$ cat src/rtl/mic1_mem_sequencer_pkg.sv
// -----------------------------------------------------------------------------
// mic1_mem_sequencer_pkg
//   Shared definitions for the MIC-1 memory access sequencer:
//   - FSM state encodings (IDLE=0, DATA=1, FETCH=2)
//   - byte-lane geometry of the 32-bit memory word
//   - default and counter width for the bounded ack wait
// -----------------------------------------------------------------------------
package mic1_mem_sequencer_pkg;

    typedef enum logic [1:0] {
        ST_IDLE  = 2'd0,
        ST_DATA  = 2'd1,
        ST_FETCH = 2'd2
    } seq_state_t;

    // A 32-bit word holds four bytes; PC[1:0] selects one of them.
    localparam int LANE_W         = 2;
    localparam int BYTES_PER_WORD = 4;

    // Bounded wait for mem_ack. WAIT_MAX must lie in 1..255 so it fits
    // the 8-bit wait counter.
    localparam int DEFAULT_WAIT_MAX = 15;
    localparam int WAIT_CNT_W       = 8;

endpackage

$ cat src/rtl/mic1_mem_sequencer_wait_timer.sv
// -----------------------------------------------------------------------------
// mic1_mem_sequencer_wait_timer
//   Counts cycles a bus transaction has waited for mem_ack.
//   Ports:
//     clk     in  : clock, rising edge
//     rst     in  : asynchronous active-low reset
//     clr     in  : synchronous clear (wins over en)
//     en      in  : count one waited cycle
//     timeout out : high in the WAIT_MAX-th waited cycle of a transaction,
//                   i.e. the cycle after which the access must be aborted
// -----------------------------------------------------------------------------
module mic1_mem_sequencer_wait_timer
    import mic1_mem_sequencer_pkg::*;
#(
    parameter int WAIT_MAX = DEFAULT_WAIT_MAX
) (
    input  logic clk,
    input  logic rst,
    input  logic clr,
    input  logic en,
    output logic timeout
);

    // The counter starts at 0 in the first request cycle, so the
    // WAIT_MAX-th cycle of waiting is the one where it holds WAIT_MAX-1.
    localparam logic [WAIT_CNT_W-1:0] LAST_CNT = WAIT_CNT_W'(WAIT_MAX - 1);

    logic [WAIT_CNT_W-1:0] count_reg;

    always_ff @(posedge clk or negedge rst) begin
        if (!rst) begin
            count_reg <= '0;
        end else if (clr) begin
            count_reg <= '0;
        end else if (en) begin
            count_reg <= count_reg + WAIT_CNT_W'(1);
        end
    end

    // Depends only on en and the count, never on clr, so the parent may
    // fold timeout back into clr without a combinational loop.
    assign timeout = en && (count_reg == LAST_CNT);

endmodule

$ cat src/rtl/mic1_mem_sequencer.sv
// -----------------------------------------------------------------------------
// mic1_mem_sequencer
//   Serialises the MIC-1 data port (rd/wr via MAR/MDR) and instruction fetch
//   port (fetch via PC/MBR) onto one 32-bit req/ack memory bus. A data access
//   always goes first; a fetch requested in the same microinstruction follows
//   it. stall holds MPC/MIR in the control path while an access is in flight.
//   Each transaction waits at most WAIT_MAX cycles for mem_ack before it is
//   aborted and the sticky err flag is raised.
//
//   Ports:
//     clk, rst             : clock; asynchronous active-low reset
//     rd, wr, fetch        : MIR memory requests, sampled only when idle
//     MAR                  : word address for rd/wr
//     PC                   : byte address for fetch
//     MDR_out              : write data
//     mem_req/mem_we       : bus request / write strobe
//     mem_addr, mem_wdata  : bus word address / write data (stable during req)
//     mem_ack, mem_rdata   : bus completion and read data (same cycle)
//     MDR_in, MDR_load     : read result and its one-cycle load pulse
//     MBR_in, MBR_load     : fetched byte and its one-cycle load pulse
//     stall                : high while an access is in flight
//     err                  : sticky error (rd+wr together, or ack timeout)
// -----------------------------------------------------------------------------
module mic1_mem_sequencer
    import mic1_mem_sequencer_pkg::*;
#(
    parameter int WAIT_MAX = DEFAULT_WAIT_MAX,
    parameter int ADDR_W   = 32
) (
    input  logic              clk,
    input  logic              rst,
    input  logic              rd,
    input  logic              wr,
    input  logic              fetch,
    input  logic [ADDR_W-1:0] MAR,
    input  logic [ADDR_W-1:0] PC,
    input  logic [31:0]       MDR_out,
    output logic              mem_req,
    output logic              mem_we,
    output logic [ADDR_W-1:0] mem_addr,
    output logic [31:0]       mem_wdata,
    input  logic              mem_ack,
    input  logic [31:0]       mem_rdata,
    output logic [31:0]       MDR_in,
    output logic              MDR_load,
    output logic [7:0]        MBR_in,
    output logic              MBR_load,
    output logic              stall,
    output logic              err
);

    // ---------------------------------------------------------------------
    // Declarations
    // ---------------------------------------------------------------------
    seq_state_t        state_reg;
    seq_state_t        state_next;

    logic [ADDR_W-1:0] mem_addr_reg;
    logic [31:0]       mem_wdata_reg;
    logic              we_reg;
    logic [ADDR_W-1:0] fetch_addr_reg;
    logic              fetch_pend_reg;
    logic [LANE_W-1:0] lane_reg;
    logic [31:0]       mdr_in_reg;
    logic              mdr_load_reg;
    logic [7:0]        mbr_in_reg;
    logic              mbr_load_reg;
    logic              err_reg;

    logic              busy;
    logic              timeout;
    logic              abort;
    logic              timer_clr;
    logic [7:0]        rdata_byte [BYTES_PER_WORD];
    logic [7:0]        mbr_byte;

    // PC is a byte address; the bus is word addressed.
    function automatic logic [ADDR_W-1:0] word_of(input logic [ADDR_W-1:0] byte_addr);
        return {2'b00, byte_addr[ADDR_W-1:2]};
    endfunction

    // ---------------------------------------------------------------------
    // Wait timer: restarts at 0 in the first cycle of every transaction.
    // Clearing on ack also covers the DATA->FETCH hand-over, so the
    // follow-on fetch gets its own full WAIT_MAX budget.
    // ---------------------------------------------------------------------
    assign busy      = (state_reg != ST_IDLE);
    assign timer_clr = !busy || mem_ack || timeout;
    // A late ack in the final allowed cycle still completes the access.
    assign abort     = timeout && !mem_ack;

    mic1_mem_sequencer_wait_timer #(
        .WAIT_MAX (WAIT_MAX)
    ) u_wait_timer (
        .clk     (clk),
        .rst     (rst),
        .clr     (timer_clr),
        .en      (busy),
        .timeout (timeout)
    );

    // ---------------------------------------------------------------------
    // Byte-lane mux: lane 0 = bits 7:0 ... lane 3 = bits 31:24
    // ---------------------------------------------------------------------
    for (genvar gi = 0; gi < BYTES_PER_WORD; gi++) begin : g_lane
        assign rdata_byte[gi] = mem_rdata[8*gi +: 8];
    end

    assign mbr_byte = rdata_byte[lane_reg];

    // ---------------------------------------------------------------------
    // FSM: state register
    // ---------------------------------------------------------------------
    always_ff @(posedge clk or negedge rst) begin
        if (!rst) begin
            state_reg <= ST_IDLE;
        end else begin
            state_reg <= state_next;
        end
    end

    // ---------------------------------------------------------------------
    // FSM: next state
    // ---------------------------------------------------------------------
    always_comb begin
        state_next = state_reg;
        case (state_reg)
            ST_IDLE: begin
                if (rd || wr) begin
                    state_next = ST_DATA;
                end else if (fetch) begin
                    state_next = ST_FETCH;
                end
            end
            ST_DATA: begin
                if (mem_ack) begin
                    state_next = fetch_pend_reg ? ST_FETCH : ST_IDLE;
                end else if (abort) begin
                    state_next = ST_IDLE;
                end
            end
            ST_FETCH: begin
                if (mem_ack || abort) begin
                    state_next = ST_IDLE;
                end
            end
            default: state_next = ST_IDLE;
        endcase
    end

    // ---------------------------------------------------------------------
    // FSM: outputs. Decoded straight from the state register so that an
    // asynchronous reset drops req/stall/we immediately.
    // ---------------------------------------------------------------------
    always_comb begin
        mem_req = 1'b0;
        stall   = 1'b0;
        mem_we  = 1'b0;
        case (state_reg)
            ST_DATA: begin
                mem_req = 1'b1;
                stall   = 1'b1;
                mem_we  = we_reg;
            end
            ST_FETCH: begin
                mem_req = 1'b1;
                stall   = 1'b1;
            end
            default: ;
        endcase
    end

    // ---------------------------------------------------------------------
    // Bus address/data latches, pending fetch, load pulses and error flag
    // ---------------------------------------------------------------------
    always_ff @(posedge clk or negedge rst) begin
        if (!rst) begin
            mem_addr_reg   <= '0;
            mem_wdata_reg  <= '0;
            we_reg         <= 1'b0;
            fetch_addr_reg <= '0;
            fetch_pend_reg <= 1'b0;
            lane_reg       <= '0;
            mdr_in_reg     <= '0;
            mdr_load_reg   <= 1'b0;
            mbr_in_reg     <= '0;
            mbr_load_reg   <= 1'b0;
            err_reg        <= 1'b0;
        end else begin
            // Load strobes are single-cycle by construction.
            mdr_load_reg <= 1'b0;
            mbr_load_reg <= 1'b0;

            case (state_reg)
                ST_IDLE: begin
                    if (rd || wr) begin
                        mem_addr_reg  <= MAR;
                        mem_wdata_reg <= MDR_out;
                        // With rd and wr both high the write wins.
                        we_reg        <= wr;
                        if (rd && wr) begin
                            err_reg <= 1'b1;
                        end
                        // Remember a simultaneous fetch; it runs after the
                        // data access completes.
                        fetch_pend_reg <= fetch;
                        if (fetch) begin
                            fetch_addr_reg <= PC;
                        end
                    end else if (fetch) begin
                        mem_addr_reg   <= word_of(PC);
                        lane_reg       <= PC[LANE_W-1:0];
                        we_reg         <= 1'b0;
                        fetch_pend_reg <= 1'b0;
                    end
                end

                ST_DATA: begin
                    if (mem_ack) begin
                        if (!we_reg) begin
                            mdr_in_reg   <= mem_rdata;
                            mdr_load_reg <= 1'b1;
                        end
                        if (fetch_pend_reg) begin
                            mem_addr_reg   <= word_of(fetch_addr_reg);
                            lane_reg       <= fetch_addr_reg[LANE_W-1:0];
                            we_reg         <= 1'b0;
                            fetch_pend_reg <= 1'b0;
                        end
                    end else if (abort) begin
                        err_reg        <= 1'b1;
                        fetch_pend_reg <= 1'b0;
                    end
                end

                ST_FETCH: begin
                    if (mem_ack) begin
                        mbr_in_reg   <= mbr_byte;
                        mbr_load_reg <= 1'b1;
                    end else if (abort) begin
                        err_reg <= 1'b1;
                    end
                end

                default: ;
            endcase
        end
    end

    assign mem_addr  = mem_addr_reg;
    assign mem_wdata = mem_wdata_reg;
    assign MDR_in    = mdr_in_reg;
    assign MDR_load  = mdr_load_reg;
    assign MBR_in    = mbr_in_reg;
    assign MBR_load  = mbr_load_reg;
    assign err       = err_reg;

endmodule

$ cat config.mk
export PLATFORM = sky130hd
export DESIGN_NAME = mic1_mem_sequencer
export DESIGN_NICKNAME = d
export VERILOG_FILES = /design/src/rtl/mic1_mem_sequencer_pkg.sv /design/src/rtl/mic1_mem_sequencer_wait_timer.sv /design/src/rtl/mic1_mem_sequencer.sv
export SDC_FILE = /design/constraint.sdc
export NUM_CORES = 1
export LEC_CHECK = 0
export ABC_AREA = 1
export ABC_CLOCK_PERIOD_IN_PS = 2400
export CAP_MARGIN = 30
export CORE_MARGIN = 1.5
export CORE_UTILIZATION = 45
export CTS_CLUSTER_DIAMETER = 150
export DETAILED_ROUTE_END_ITERATION = 8
export GPL_ROUTABILITY_DRIVEN = 0
export PLACE_DENSITY = 0.8
export SYNTH_ARGS = -nofsm -noshare
export SYNTH_HDL_FRONTEND = slang
export SYNTH_SLANG_ARGS = --single-unit
$ cat constraint.sdc
create_clock -name clk -period 2.4 [get_ports clk]
set_clock_uncertainty 0.2 [all_clocks]
set_input_delay 0.48 -clock clk [delete_from_list [all_inputs] [get_ports clk]]
set_output_delay 0.48 -clock clk [all_outputs]
set_load 0.05 [all_outputs]
==> results.md <==
Worst hold path:
- The worst hold path begins at err.
- The worst hold path depth is 2.
- The path class of the tightest hold or removal check is flip-flop to flip-flop.
- For hold timing, the worst endpoint is err.

Synth:
- The mapped netlist covers 0.00684 sq mm.
- The proportion of register bits with asynchronous set or reset after synthesis is 1.00.
- The synthesized design contains 0 enable-type register cells.
- The number of nets handed over by synthesis was 974.
- Among all flip-flop cells after synthesis, the most frequent one is sky130_fd_sc_hd__dfrtp_1.
- The count of distinct cell types in the synthesized netlist is 25.
- During synthesis, Yosys emitted a total of 0 warnings.
- Of all cell types, the one taking the most synthesized area is sky130_fd_sc_hd__dfrtp_1.
- By area the synthesized netlist is led by sky130_fd_sc_hd__dfrtp_1 (56%), sky130_fd_sc_hd__nand2_1 (21%), sky130_fd_sc_hd__nand3_1 (4.9%), sky130_fd_sc_hd__o211ai_1 (4.3%), sky130_fd_sc_hd__inv_1 (2.3%).
- The number of storage elements in the synthesis netlist is 153.
- Counting instances in the post-synthesis netlist gives the leading cell types as sky130_fd_sc_hd__nand2_1 (388), sky130_fd_sc_hd__dfrtp_1 (153), sky130_fd_sc_hd__nand3_1 (67), sky130_fd_sc_hd__inv_1 (42), sky130_fd_sc_hd__o211ai_1 (39).
- The per-instance average area after synthesis is 8.20 sq um.
- Among all cell types in the netlist, the one instantiated most often is sky130_fd_sc_hd__nand2_1.
- The number of instances in the synthesized netlist is 834.
- The share of the yosys chip area belonging to registers is 0.560.
- The portion of synthesized cell area occupied by the leading cell type is 0.560.

Timing:
- The maximum clock frequency is 0.431 GHz.
- Setup repair after global routing left no endpoint under its margin.
- The number of pins exceeding their max-slew limit in the final report came to 0.
- The total count of hold-check failures in the final report is 0.
- Hold is met by 0.265 ns.
- Setup violations remaining at the end of the flow were counted as 0.
- In the finished design, the share of the clock period the worst path needs comes to 0.966.
- In this run the tightest slew margin relative to its limit is 0.600.
- At the pin with the least slew margin, the transition time is 0.599 ns.
- For the finished layout, the period the worst path requires is 2.32 ns.
- In the final timing run, aggregate negative setup slack is 0 ns.

Clock network:
- The master cell of the clock root buffer is sky130_fd_sc_hd__clkbuf_16.
- TritonCTS built the clock tree.
- The clock drives 153 sinks.
- After clock tree synthesis, the clock-pin slew on the worst setup and hold paths is 0.06 ns.
- The maximum level of the CTS H-tree is 4.
- The clock latency of the later-clocked register in the worst-skew pair is 0.42 ns.
- The maximum number of buffers from clock root to sink is 2.
- After clock tree synthesis, the repair step resized 0 gates.
- Counting the buffers created by CTS gives 17.

Floorplanning:
- The floorplan has 44 rows.
- The vertical die dimension is 126 um.
- The die is 126 um wide.
- The core region area is 0.0147 sq mm.
- The initial utilization of the core area, before any placement, comes to 0.465.
- The total I/O pin count is 244.
- The floorplan step defined a die boundary enclosing 0.0159 sq mm.

Power and ir drop:
- IR analysis of the VDD net gives a maximum drop of 0.824 mV.
- The leakage power is 4.89 nW.
- The areal power density over the cells is 1550 mW/mm^2.

Critical path:
- The slowest stage of the critical path belongs to the cell sky130_fd_sc_hd__clkdlybuf4s50_1.
- The worst reg2reg path startpoint is state_reg[1].
- The critical path capture point type is a primary output.
- STA classifies the critical path startpoint as a flip-flop.
- Traced cell by cell, the critical path runs through clkdlybuf4s50_1.
- The first element of the critical path is mem_addr[7].
- The worst setup path is of the flip-flop to primary output kind.
- In this run the critical register-to-register path is captured at mem_addr[20].
- The worst register-to-register path has a setup slack of 0.29 ns.
- In this run the worst path has a maximum fanout of 2.
- The largest single stage delay on the critical path is 0.82 ns.
- The cell family with the largest share of critical-path delay is buffers and inverters.
- The critical path data arrival time is 1.64 ns.
- STA puts the critical path data required time at 1.72 ns.
- Together, buffers and inverters on the worst path number 1.
- The number of cells on the worst reg-to-reg path is 9.

Layout:
- 0 antenna diodes ended up in the layout.
- The area added between synthesis and finish is 47.1%.
- The net total in the final layout is 1209.
- Fill cells in the final layout number 1189.
- Of the cells placed in the final design, the portion with a size suffix greater than 1 is 0.0601.

Global routing:
- Entering global routing, the biggest net connects 68 pins.
- The met3 global-route usage is 0.0667.
- The met1 routing resource usage after global routing is 0.332.
- In the global route stage, overall resource usage came out at 0.256.
- The total congestion overflow after global routing is 0.
- The global routing's busiest layer is met2.
- In the global route stage, met2 resource usage came out at 0.417.
- The initial antenna violation count is 0.
- The first global-routing pass estimated 31900 um of wire.
- The via count of the first global-routing pass was 6236.

Run:
- Max-cap violations in this run came to 0.

Detailed routing:
- The via count normalized by instance count is 5.06.
- The detailed router placed 6405 vias in this run.
- The first-pass detailed-route iteration total is 5.
- The post-route antenna net violation count is 0.
- After detailed routing, the average wire length per cell comes to 15.6 um.
- The DRC violation count after routing is 0.
- The first routing iteration left 461 violations.
- The post-detailed-routing wire length is 19700 um.

Outcome:
- The run finished with clean final reports.

Place:
- The number of buffer cells added on primary ports is 243.
- The HPWL after detailed placement is 13700 um.
worst max-delay path by stage:
stage	endpoint	cells past startpoint
6_report	mem_addr[7]	1
5_1_grt	mem_wdata[31]	1
4_1_cts	MBR_in[6]	1
3_5_place_dp	lane_reg[1]	8
3_3_place_gp	lane_reg[1]	8
2_1_floorplan	stall	3
placed cells by master (no fill, tap or decap), types with 8 or more instances in the layout:
cell	netlist	final
sky130_fd_sc_hd__buf_4	2	16
sky130_fd_sc_hd__clkbuf_16	0	17
sky130_fd_sc_hd__a21oi_1	10	10
sky130_fd_sc_hd__nand2_1	388	388
sky130_fd_sc_hd__a31oi_1	8	8
sky130_fd_sc_hd__dfrtp_1	153	153
sky130_fd_sc_hd__o21ai_1	8	8
sky130_fd_sc_hd__o211ai_1	39	39
sky130_fd_sc_hd__inv_1	42	42
sky130_fd_sc_hd__nor2_1	17	17
sky130_fd_sc_hd__clkdlybuf4s50_1	0	238
sky130_fd_sc_hd__o21ai_0	28	28
sky130_fd_sc_hd__nand3_1	67	67
metrics by stage:
step | cells | setup slack [ns] | instance area [sq um] | utilization | power, W
after global routing | 1265 | 0.0324 | 10100 | 0.684 | 0.0165
after floorplan | 834 | 0.435 | 6840 | - | 0.0102
after CTS | 1265 | 0.0569 | 10100 | 0.684 | 0.0157
after detailed placement | 1233 | 0.00779 | 9520 | 0.648 | 0.0132
after global placement | 1233 | 0.0362 | 9520 | 0.648 | 0.0131
final | 1265 | 0.0819 | 10100 | 0.684 | 0.0156
metal layers:
layer | vias to the layer above | share of wire
li1 | 3124 | -
met1 | 2970 | 0.43
met2 | 276 | 0.47
met3 | 35 | 0.078
met4 | 0 | 0.024
met5 | - | 0
cell type report:
type	count	area, sq um	share of cell area
Clock buffer	22	474	0.0472
Multi-Input combinational cell	588	2630	0.262
Timing Repair Buffer	263	2660	0.265
Tap cell	184	230	0.0229
Inverter	46	173	0.0172
Clock inverter	9	50.0	0.00498
Sequential cell	153	3830	0.381
repair_timing:
action                                  in CTS  in global routing
endpoints found under the hold margin       52                  0
setup buffers                                0                  0
endpoints found under the setup margin       0                  0
hold buffers                                 1                  0
cell families (layout without fill, tap and decap cells):
group / count (synthesis) / count (layout) / share of synthesized area
xor+xnor: 1 / 1 / 0.00128
compound gates: 97 / 97 / 0.0890
simple gates: 484 / 484 / 0.283
flops: 153 / 153 / 0.560
fa+ha+maj: 6 / 6 / 0.0110
buf+inv: 93 / 340 / 0.0553
report_power, final:
group / internal (W) / total, W / switching, W
logic: 0.00283 / 0.00868 / 0.00586
registers: 0.00378 / 0.00449 / 0.000710
clock network: 0.00138 / 0.00240 / 0.00102
Note: power is estimated with default switching activity, not from simulation.
